**src/rtl/pn_activity_monitor.sv**
```systemverilog
// Receive-side activity checker: counts pn_in transitions over fixed windows,
// flags stuck windows and raises a sticky alarm after a run of them.
module pn_activity_monitor #(
  parameter int unsigned WINDOW_CYCLES = 1024,
  parameter int unsigned CNT_W         = 16,
  parameter int unsigned MIN_TOGGLES   = 1,
  parameter int unsigned STUCK_LIMIT   = 4
) (
  input  logic             dut_clk,
  input  logic             reset_n,
  input  logic             enable,
  input  logic             clear_alarm,
  input  logic             pn_in,
  output logic [CNT_W-1:0] toggle_count,
  output logic             count_valid,
  output logic             window_stuck,
  output logic             stuck_alarm,
  output logic             busy
);

  localparam int unsigned WC_W  = $clog2(WINDOW_CYCLES);
  localparam int unsigned RUN_W = $clog2(STUCK_LIMIT + 1);
  localparam int unsigned CMP_W = (CNT_W > 32) ? CNT_W : 32;

  localparam logic [CNT_W-1:0] CNT_MAX   = '1;
  localparam logic [WC_W-1:0]  WC_LAST   = WC_W'(WINDOW_CYCLES - 1);
  localparam logic [RUN_W-1:0] RUN_LIMIT = RUN_W'(STUCK_LIMIT);

  typedef enum logic [1:0] {IDLE, ARM, MEASURE, REPORT} state_t;

  state_t           state;
  logic             s1;
  logic             s2;
  logic [WC_W-1:0]  wcnt;
  logic [CNT_W-1:0] acc;
  logic [RUN_W-1:0] stuck_run;

  logic             toggle;
  logic [CNT_W-1:0] acc_next;
  logic             final_stuck;
  logic [RUN_W-1:0] run_next;

  // Window arithmetic for the current MEASURE cycle
  always_comb begin
    toggle      = s1 ^ s2;
    acc_next    = (acc == CNT_MAX) ? acc : acc + CNT_W'(toggle);
    final_stuck = CMP_W'(acc_next) < CMP_W'(MIN_TOGGLES);
    run_next    = '0;
    if (final_stuck) begin
      run_next = (stuck_run == RUN_LIMIT) ? stuck_run : stuck_run + RUN_W'(1);
    end
  end

  // Control FSM with registered outputs; a report-cycle update overrides clear_alarm
  always_ff @(posedge dut_clk) begin
    if (!reset_n) begin
      state        <= IDLE;
      s1           <= 1'b0;
      s2           <= 1'b0;
      wcnt         <= '0;
      acc          <= '0;
      stuck_run    <= '0;
      toggle_count <= '0;
      count_valid  <= 1'b0;
      window_stuck <= 1'b0;
      stuck_alarm  <= 1'b0;
      busy         <= 1'b0;
    end else begin
      s1          <= pn_in;
      s2          <= s1;
      count_valid <= 1'b0;
      if (clear_alarm) begin
        stuck_alarm <= 1'b0;
        stuck_run   <= '0;
      end
      case (state)
        IDLE: begin
          if (enable) begin
            state <= ARM;
            busy  <= 1'b1;
          end
        end
        ARM: begin
          wcnt  <= '0;
          acc   <= '0;
          state <= MEASURE;
        end
        MEASURE: begin
          if (!enable) begin
            state <= IDLE;
            busy  <= 1'b0;
          end else begin
            wcnt <= wcnt + WC_W'(1);
            acc  <= acc_next;
            if (wcnt == WC_LAST) begin
              state        <= REPORT;
              toggle_count <= acc_next;
              window_stuck <= final_stuck;
              count_valid  <= 1'b1;
              stuck_run    <= run_next;
              if (run_next == RUN_LIMIT) begin
                stuck_alarm <= 1'b1;
              end
            end
          end
        end
        REPORT: begin
          if (enable) begin
            state <= ARM;
          end else begin
            state <= IDLE;
            busy  <= 1'b0;
          end
        end
        default: begin
          state <= IDLE;
          busy  <= 1'b0;
        end
      endcase
    end
  end

endmodule

```
**config.mk**
```make
export PLATFORM = sky130hd
export DESIGN_NAME = pn_activity_monitor
export DESIGN_NICKNAME = d
export VERILOG_FILES = /design/src/rtl/pn_activity_monitor.sv
export SDC_FILE = /design/constraint.sdc
export NUM_CORES = 1
export LEC_CHECK = 0
export CAP_MARGIN = 20
export CORE_MARGIN = 3
export CORE_UTILIZATION = 55
export DETAILED_ROUTE_END_ITERATION = 12
export PLACE_DENSITY_LB_ADDON = 0.12
export SKIP_CTS_REPAIR_TIMING = 1
export SYNTH_ARGS = -nofsm -noshare
export SYNTH_HDL_FRONTEND = slang
export SYNTH_SLANG_ARGS = --single-unit
```
**constraint.sdc**
```tcl
create_clock -name dut_clk -period 5.23 [get_ports dut_clk]
set_input_delay 1.569 -clock dut_clk [delete_from_list [all_inputs] [get_ports dut_clk]]
set_output_delay 1.569 -clock dut_clk [all_outputs]
set_load 0.005 [all_outputs]
```
Word-level counts from Yosys, hierarchy flattened
Cells that the tools add are included.
{ "totals": {"reg_bits": 53, "in_bits": 5, "out_inout_bits": 20, "word_cells": 61} }
{ "op_classes": {"addsub": 3, "n_lt_le_gt_ge": 1, "eq_ne": 11, "mux": 25, "bitwise_logic": 1, "reduce_logical": 9} }
{ "ops": {"columns": ["op", "count"], "rows": [
  ["16-bit two-way mux", 2],
  ["16-bit case mux with 2 select lines", 1],
  ["10-bit case mux with 2 select lines", 1],
  ["3-bit two-way mux", 6],
  ["16-bit by 1-bit adder with 16-bit output", 1],
  ["16-bit == test (second input constant)", 1],
  ["16-bit by 1-bit less-than comparator with 1-bit output (second input constant)", 1],
  ["10-bit by 1-bit adder with 10-bit output (second input constant)", 1],
  ["10-bit == test (second input constant)", 1],
  ["10-bit two-way mux", 1],
  ["1-bit two-way mux", 9],
  ["3-bit AND reduction", 3],
  ["2-bit case mux with 4 select lines", 1],
  ["3-bit == test (second input constant)", 2],
  ["2-bit two-way mux", 3],
  ["2-bit != test (second input constant)", 3],
  ["2-bit == test (second input constant)", 2],
  ["2-bit AND reduction", 2],
  ["2-bit nonzero test", 2],
  ["3-bit by 1-bit adder with 3-bit output (second input constant)", 1],
  ["3-bit != test (second input constant)", 1],
  ["2-bit by 1-bit == test with 1-bit output (second input constant)", 1],
  ["2-bit logical NOT", 1],
  ["1-bit case mux with 2 select lines", 1],
  ["other kinds (2)", 2]
]} }

Longest topological paths before layout
{ "depth": {"depth_word": 10, "ltp_mapped": 10, "ltp_nobuf": 10} }

Least setup slack after synthesis
No wires, ideal clock.
{ "synth_path": {"path_type": "input to register", "start": "input enable", "end": "register toggle_count[4]", "setup_time_ns": 0.116, "arrival_ns": 2.702, "t_required_ns": 5.114, "path_slack_ns": 2.411, "path_stages": 7, "path_buffers": 2, "path_cell_list": "nor2b_1 > and2_1 > clkbuf_1 > and2_1 > clkbuf_1 > o211ai_1 > o211a_1"} }
{ "synth_between": {"elab_chain_len": 1} }
{ "synth_lines": {"columns": ["element", "line", "rtl"], "rows": [
  ["start: declaration", "11", "input logic enable,"],
  ["3-bit AND reduction (no line)", null, null],
  ["end signal: assignment", "97", "toggle_count <= acc_next;"],
  ["end: declaration", "14", "output logic [CNT_W-1:0] toggle_count,"]
]} }
Every way passes these cells.
A chain may end at the register's enable or synchronous reset.

Worst setup path in the final report
Same ends and word-level chain as after synthesis.

==> results.txt <==
The number of iterations in the first detailed-routing pass came out at 4. The worst endpoint data arrival time came out at 3.78 ns. The half-perimeter wire length after detailed placement came out at 4100 um. The number of antenna violations at the first check in global routing is 0. The maximum number of pins on one net before global-route repair is 50. The number of hold-slack violations in the final timing report came out at 0.

STA puts the critical path data required time at 5.44 ns. The DRC violation count after routing came out at 0. The adder-cell area share of the yosys netlist is 0.0226. The initial utilization of the core area, before any placement, comes to 0.579. The area fraction in compound gates after synthesis came out at 0.197.

In this run, CTS created clock tree buffers numbering 5. The total setup violations reported at the end of the flow came out at 0. The worst setup timing slack at the placement stage came out at 1.30 ns.

The cell chosen for the clock root is sky130_fd_sc_hd__clkbuf_8. The worst setup path is of the input port to flip-flop kind. In this run, the number of DRC markers left after iteration 0 of detailed routing was 233. The register area share after synthesis is 0.383. The setup slack on the worst flop-to-flop path is 2.09 ns.

The upper clock frequency limit came out at 0.280 GHz. The setup skew after layout came out at 0.00390 ns. The synthesized flop and latch total came out at 53. The number of ports placed on the die boundary came out at 25.

The worst vdd rail ir drop came out at 0.203 mV. Max-cap violations in this run came to 0. The critical path launch point is enable.

The final-layout fill cell count came out at 427. Measured in cells, the most critical reg-to-reg path has a length of 10. The cell that appears most often on the critical path is sky130_fd_sc_hd__and2_1. Compared with the post-synthesis result, the final layout area differs by 11.7%. For this design, the slowest cell found on the critical path is sky130_fd_sc_hd__and2_1. The number of port buffers is 24.

The chip width is 77 um. The flow ran to the end, and the final reports show no timing, DRC or antenna violations. The share of the clock period used by the worst path after layout is 0.683. Summed over all cells, the static leakage comes to 1.16 nW. Setup repair after global routing left no endpoint under its margin. The share of synthesized area spent on multiplexers came out at 0.00722. The global placement routability congestion came out at 0.854. The total negative slack for setup checks came out at 0 ns. The die covers 0.00593 mm^2.

The critical path goes through clkdlybuf4s50_1 -> nor2b_1 -> and2_1 -> and2_1 -> o211ai_1 -> o211a_1. Along the worst hold path, the cell count comes to 2. The startpoint identified for the worst hold timing path is stuck_alarm. Registers take 0.00106 mm^2.

Of the total synthesized cell area, the portion taken by AND, OR, NAND and NOR gates is 0.310. The final-report max-slew violation count came to 0. After global routing the overflow that remains totals 0. The number of global-route vias before repair came to 2148. The post-route worst setup slack is 1.66 ns.

The H-tree was split into 2 levels. The total nets after synthesis is 352. The slew at the pin with the worst max-slew slack is 0.713 ns. By area, the combinational part of the netlist is dominated by simple AND/OR/NAND/NOR gates. The path with the worst hold slack has its endpoint at stuck_alarm. The final antenna-violating net count came out at 0. TritonCTS built the clock tree. After detailed routing, the average wire length per cell comes to 14.0 um. The placeable core area is 0.00479 mm^2.

The overall routed net length is 5910 um. In this run the power density over the cells is 214 mW/mm^2. The tightest slew margin relative to the limit is 0.524. The worst register-to-register path begins at s1. The post-route cell area came out at 0.00310 mm^2. Of the total synthesized cell area, the portion taken by XOR and XNOR cells is 0.0347. The number of warning messages in the yosys log came out at 0.

Each instance of the synthesized netlist takes up on average 8.11 um^2. The synthesized design contains 0 enable-type register cells. The maximum fanout along the worst path came out at 20. The total number of clock tree sinks is 53.

Yosys mapped the design onto 49 distinct sky130hd cell types. The startpoint type of the worst setup path is an input port. The later pin in the worst-skew pair is clocked with a latency of 0.30 ns. The worst stage delay on the critical path came out at 0.67 ns.

The clock passes through at most 2 buffers. In this run the core area contains 25 standard-cell rows. The vertical die dimension is 77 um. The all-layer global routing usage came out at 0.210. The clock-pin transition on the worst setup and hold timing paths is 0.09 ns. The critical register-to-register path endpoint is stuck_run[1]. The via count normalized by instance count came out at 5.74. The share of flip-flops with an asynchronous set or reset after synthesis is 0. The repair_antennas step left the layout with diodes totalling 0. The global-route wire length before repair is 10100 um. Once placement finished, the instance area stood at 0.00301 mm^2. In the synthesized netlist the dominant register cell turns out to be sky130_fd_sc_hd__dfxtp_1.

In this run the cell area of the synthesized design comes to 0.00277 mm^2. Synthesis handed over a netlist of 342 instances. The via total after detailed routing came out at 2423. The number of nets at the end of the flow is 364. The worst hold path belongs to the class flip-flop to flip-flop. The ratio of cells with drive above 1 in the final layout is 0.0479. STA classifies the critical path endpoint as a flip-flop. Summing all multi-input logic gate instances after layout gives 0.00158 mm^2. The overall power of the completed layout came out at 664 uW.

The minimum period implied by the final worst setup slack is 3.57 ns.
-- metal layers --
metal	vias up	part of all wire	global-route usage	wire length, um
met5	-	0	0	0
met4	0	0.013	0.0694	76
met3	6	0.065	0.0481	386
met2	70	0.43	0.321	2530
met1	1116	0.49	0.292	2910
li1	1231	-	-	-
-- Yosys cell counts (2+ instances only) --
cell,number,share of area
sky130_fd_sc_hd__o21a_1,2,0.0054
sky130_fd_sc_hd__o22ai_1,2,0.0045
sky130_fd_sc_hd__nor3_1,7,0.013
sky130_fd_sc_hd__a22oi_1,5,0.014
sky130_fd_sc_hd__xnor2_1,7,0.022
sky130_fd_sc_hd__a31oi_1,2,0.0045
sky130_fd_sc_hd__ha_1,5,0.023
sky130_fd_sc_hd__buf_2,3,0.0054
sky130_fd_sc_hd__buf_4,2,0.0054
sky130_fd_sc_hd__a21o_1,2,0.0054
sky130_fd_sc_hd__mux2i_1,2,0.0072
sky130_fd_sc_hd__dfxtp_1,53,0.38
sky130_fd_sc_hd__xor2_1,4,0.013
sky130_fd_sc_hd__o211a_1,8,0.029
sky130_fd_sc_hd__o21ai_0,29,0.052
sky130_fd_sc_hd__nor3b_1,6,0.016
sky130_fd_sc_hd__o31ai_1,2,0.0054
sky130_fd_sc_hd__and4_1,4,0.013
sky130_fd_sc_hd__and2_1,16,0.036
sky130_fd_sc_hd__a21boi_0,8,0.022
sky130_fd_sc_hd__nor4_1,5,0.011
sky130_fd_sc_hd__nand3_2,2,0.0072
sky130_fd_sc_hd__nor2b_1,10,0.023
sky130_fd_sc_hd__o2111ai_1,3,0.0095
sky130_fd_sc_hd__nand3_1,14,0.025
sky130_fd_sc_hd__inv_1,8,0.011
sky130_fd_sc_hd__or4_4,2,0.0081
sky130_fd_sc_hd__nand4_1,4,0.0090
sky130_fd_sc_hd__nand2_1,45,0.061
sky130_fd_sc_hd__nor2_1,26,0.035
sky130_fd_sc_hd__clkbuf_1,15,0.020
sky130_fd_sc_hd__or3_1,3,0.0068
sky130_fd_sc_hd__a21oi_1,12,0.022
sky130_fd_sc_hd__a41oi_1,2,0.0063
sky130_fd_sc_hd__o21ai_1,3,0.0054
sky130_fd_sc_hd__nand3b_1,2,0.0054
sky130_fd_sc_hd__and3_1,5,0.011
-- cell usage in the layout, fill, tap and decap left out, types with 3 or more instances in the layout --
| cell | n |
|---|---|
| sky130_fd_sc_hd__ha_1 | 5 |
| sky130_fd_sc_hd__nand3_1 | 14 |
| sky130_fd_sc_hd__xnor2_1 | 7 |
| sky130_fd_sc_hd__o211a_1 | 8 |
| sky130_fd_sc_hd__o21ai_0 | 29 |
| sky130_fd_sc_hd__and2_1 | 16 |
| sky130_fd_sc_hd__o2111ai_1 | 3 |
| sky130_fd_sc_hd__nand4_1 | 4 |
| sky130_fd_sc_hd__a21oi_1 | 12 |
| sky130_fd_sc_hd__clkbuf_8 | 5 |
| sky130_fd_sc_hd__nor2_1 | 26 |
| sky130_fd_sc_hd__and3_1 | 5 |
| sky130_fd_sc_hd__nor3_1 | 7 |
| sky130_fd_sc_hd__inv_1 | 8 |
| sky130_fd_sc_hd__clkdlybuf4s50_1 | 24 |
| sky130_fd_sc_hd__nand2_1 | 45 |
| sky130_fd_sc_hd__nor4_1 | 5 |
| sky130_fd_sc_hd__or3_1 | 3 |
| sky130_fd_sc_hd__a21boi_0 | 8 |
| sky130_fd_sc_hd__and4_1 | 4 |
| sky130_fd_sc_hd__nor3b_1 | 6 |
| sky130_fd_sc_hd__a22oi_1 | 5 |
| sky130_fd_sc_hd__xor2_1 | 4 |
| sky130_fd_sc_hd__o21ai_1 | 3 |
| sky130_fd_sc_hd__nor2b_1 | 10 |
| sky130_fd_sc_hd__dfxtp_1 | 53 |
-- layout make-up --
cell class                      count  area share
Clock buffer                        7      0.0246
Clock inverter                      1     0.00242
Inverter                            8     0.00969
Multi-Input combinational cell    260       0.511
Sequential cell                    53       0.342
Tap cell                           67      0.0271
Timing Repair Buffer               26      0.0824
-- worst max-delay path by stage --
stage | slack, ns | to | cells after the start
3_3_place_gp | 1.36 | toggle_count[4] | 6
5_1_grt | 1.45 | toggle_count[3] | 6
4_1_cts | 1.64 | toggle_count[4] | 6
6_report | 1.66 | toggle_count[4] | 6
2_1_floorplan | 2.41 | toggle_count[4] | 7
3_5_place_dp | 1.30 | toggle_count[4] | 6
-- registers in the layout, summed over array words and instances (netlist names) --
| register | cells |
|---|---|
| s2 | 1 |
| wcnt | 10 |
| s1 | 1 |
| stuck_alarm | 1 |
| busy | 1 |
| stuck_run | 3 |
| window_stuck | 1 |
| acc | 16 |
| count_valid | 1 |
| state | 2 |
| toggle_count | 16 |
-- power by group --
group | internal (mW) | leakage, nW | switching (mW)
combinational | 0.0127 | 0.692 | 0.0196
sequential | 0.406 | 0.428 | 0.00234
clock | 0.0949 | 0.0385 | 0.129
total | 0.514 | 1.16 | 0.151
-- worst max-delay path, delay by kind of cell --
family	cells	cell delay [ns]
buf+inv	1	0.51
compound gates	2	0.35
simple gates	3	1.34
-- cell families after synthesis --
family                     Yosys count
buffers and inverters               29
DFF                                 53
muxes                                2
AOI/OAI and AO/OA                   84
adders and majority gates            5
and+or+nand+nor                    158
xor gates and xnor gates            11
-- stage by stage --
stage	hold slack (ns)	cells	util
2_1_floorplan	0.424	342	-
3_3_place_gp	0.432	414	0.630
3_5_place_dp	0.437	414	0.630
4_1_cts	0.451	422	0.647
5_1_grt	0.482	422	0.647
6_report	0.446	422	0.647
Note: power is estimated with default switching activity, not from simulation.
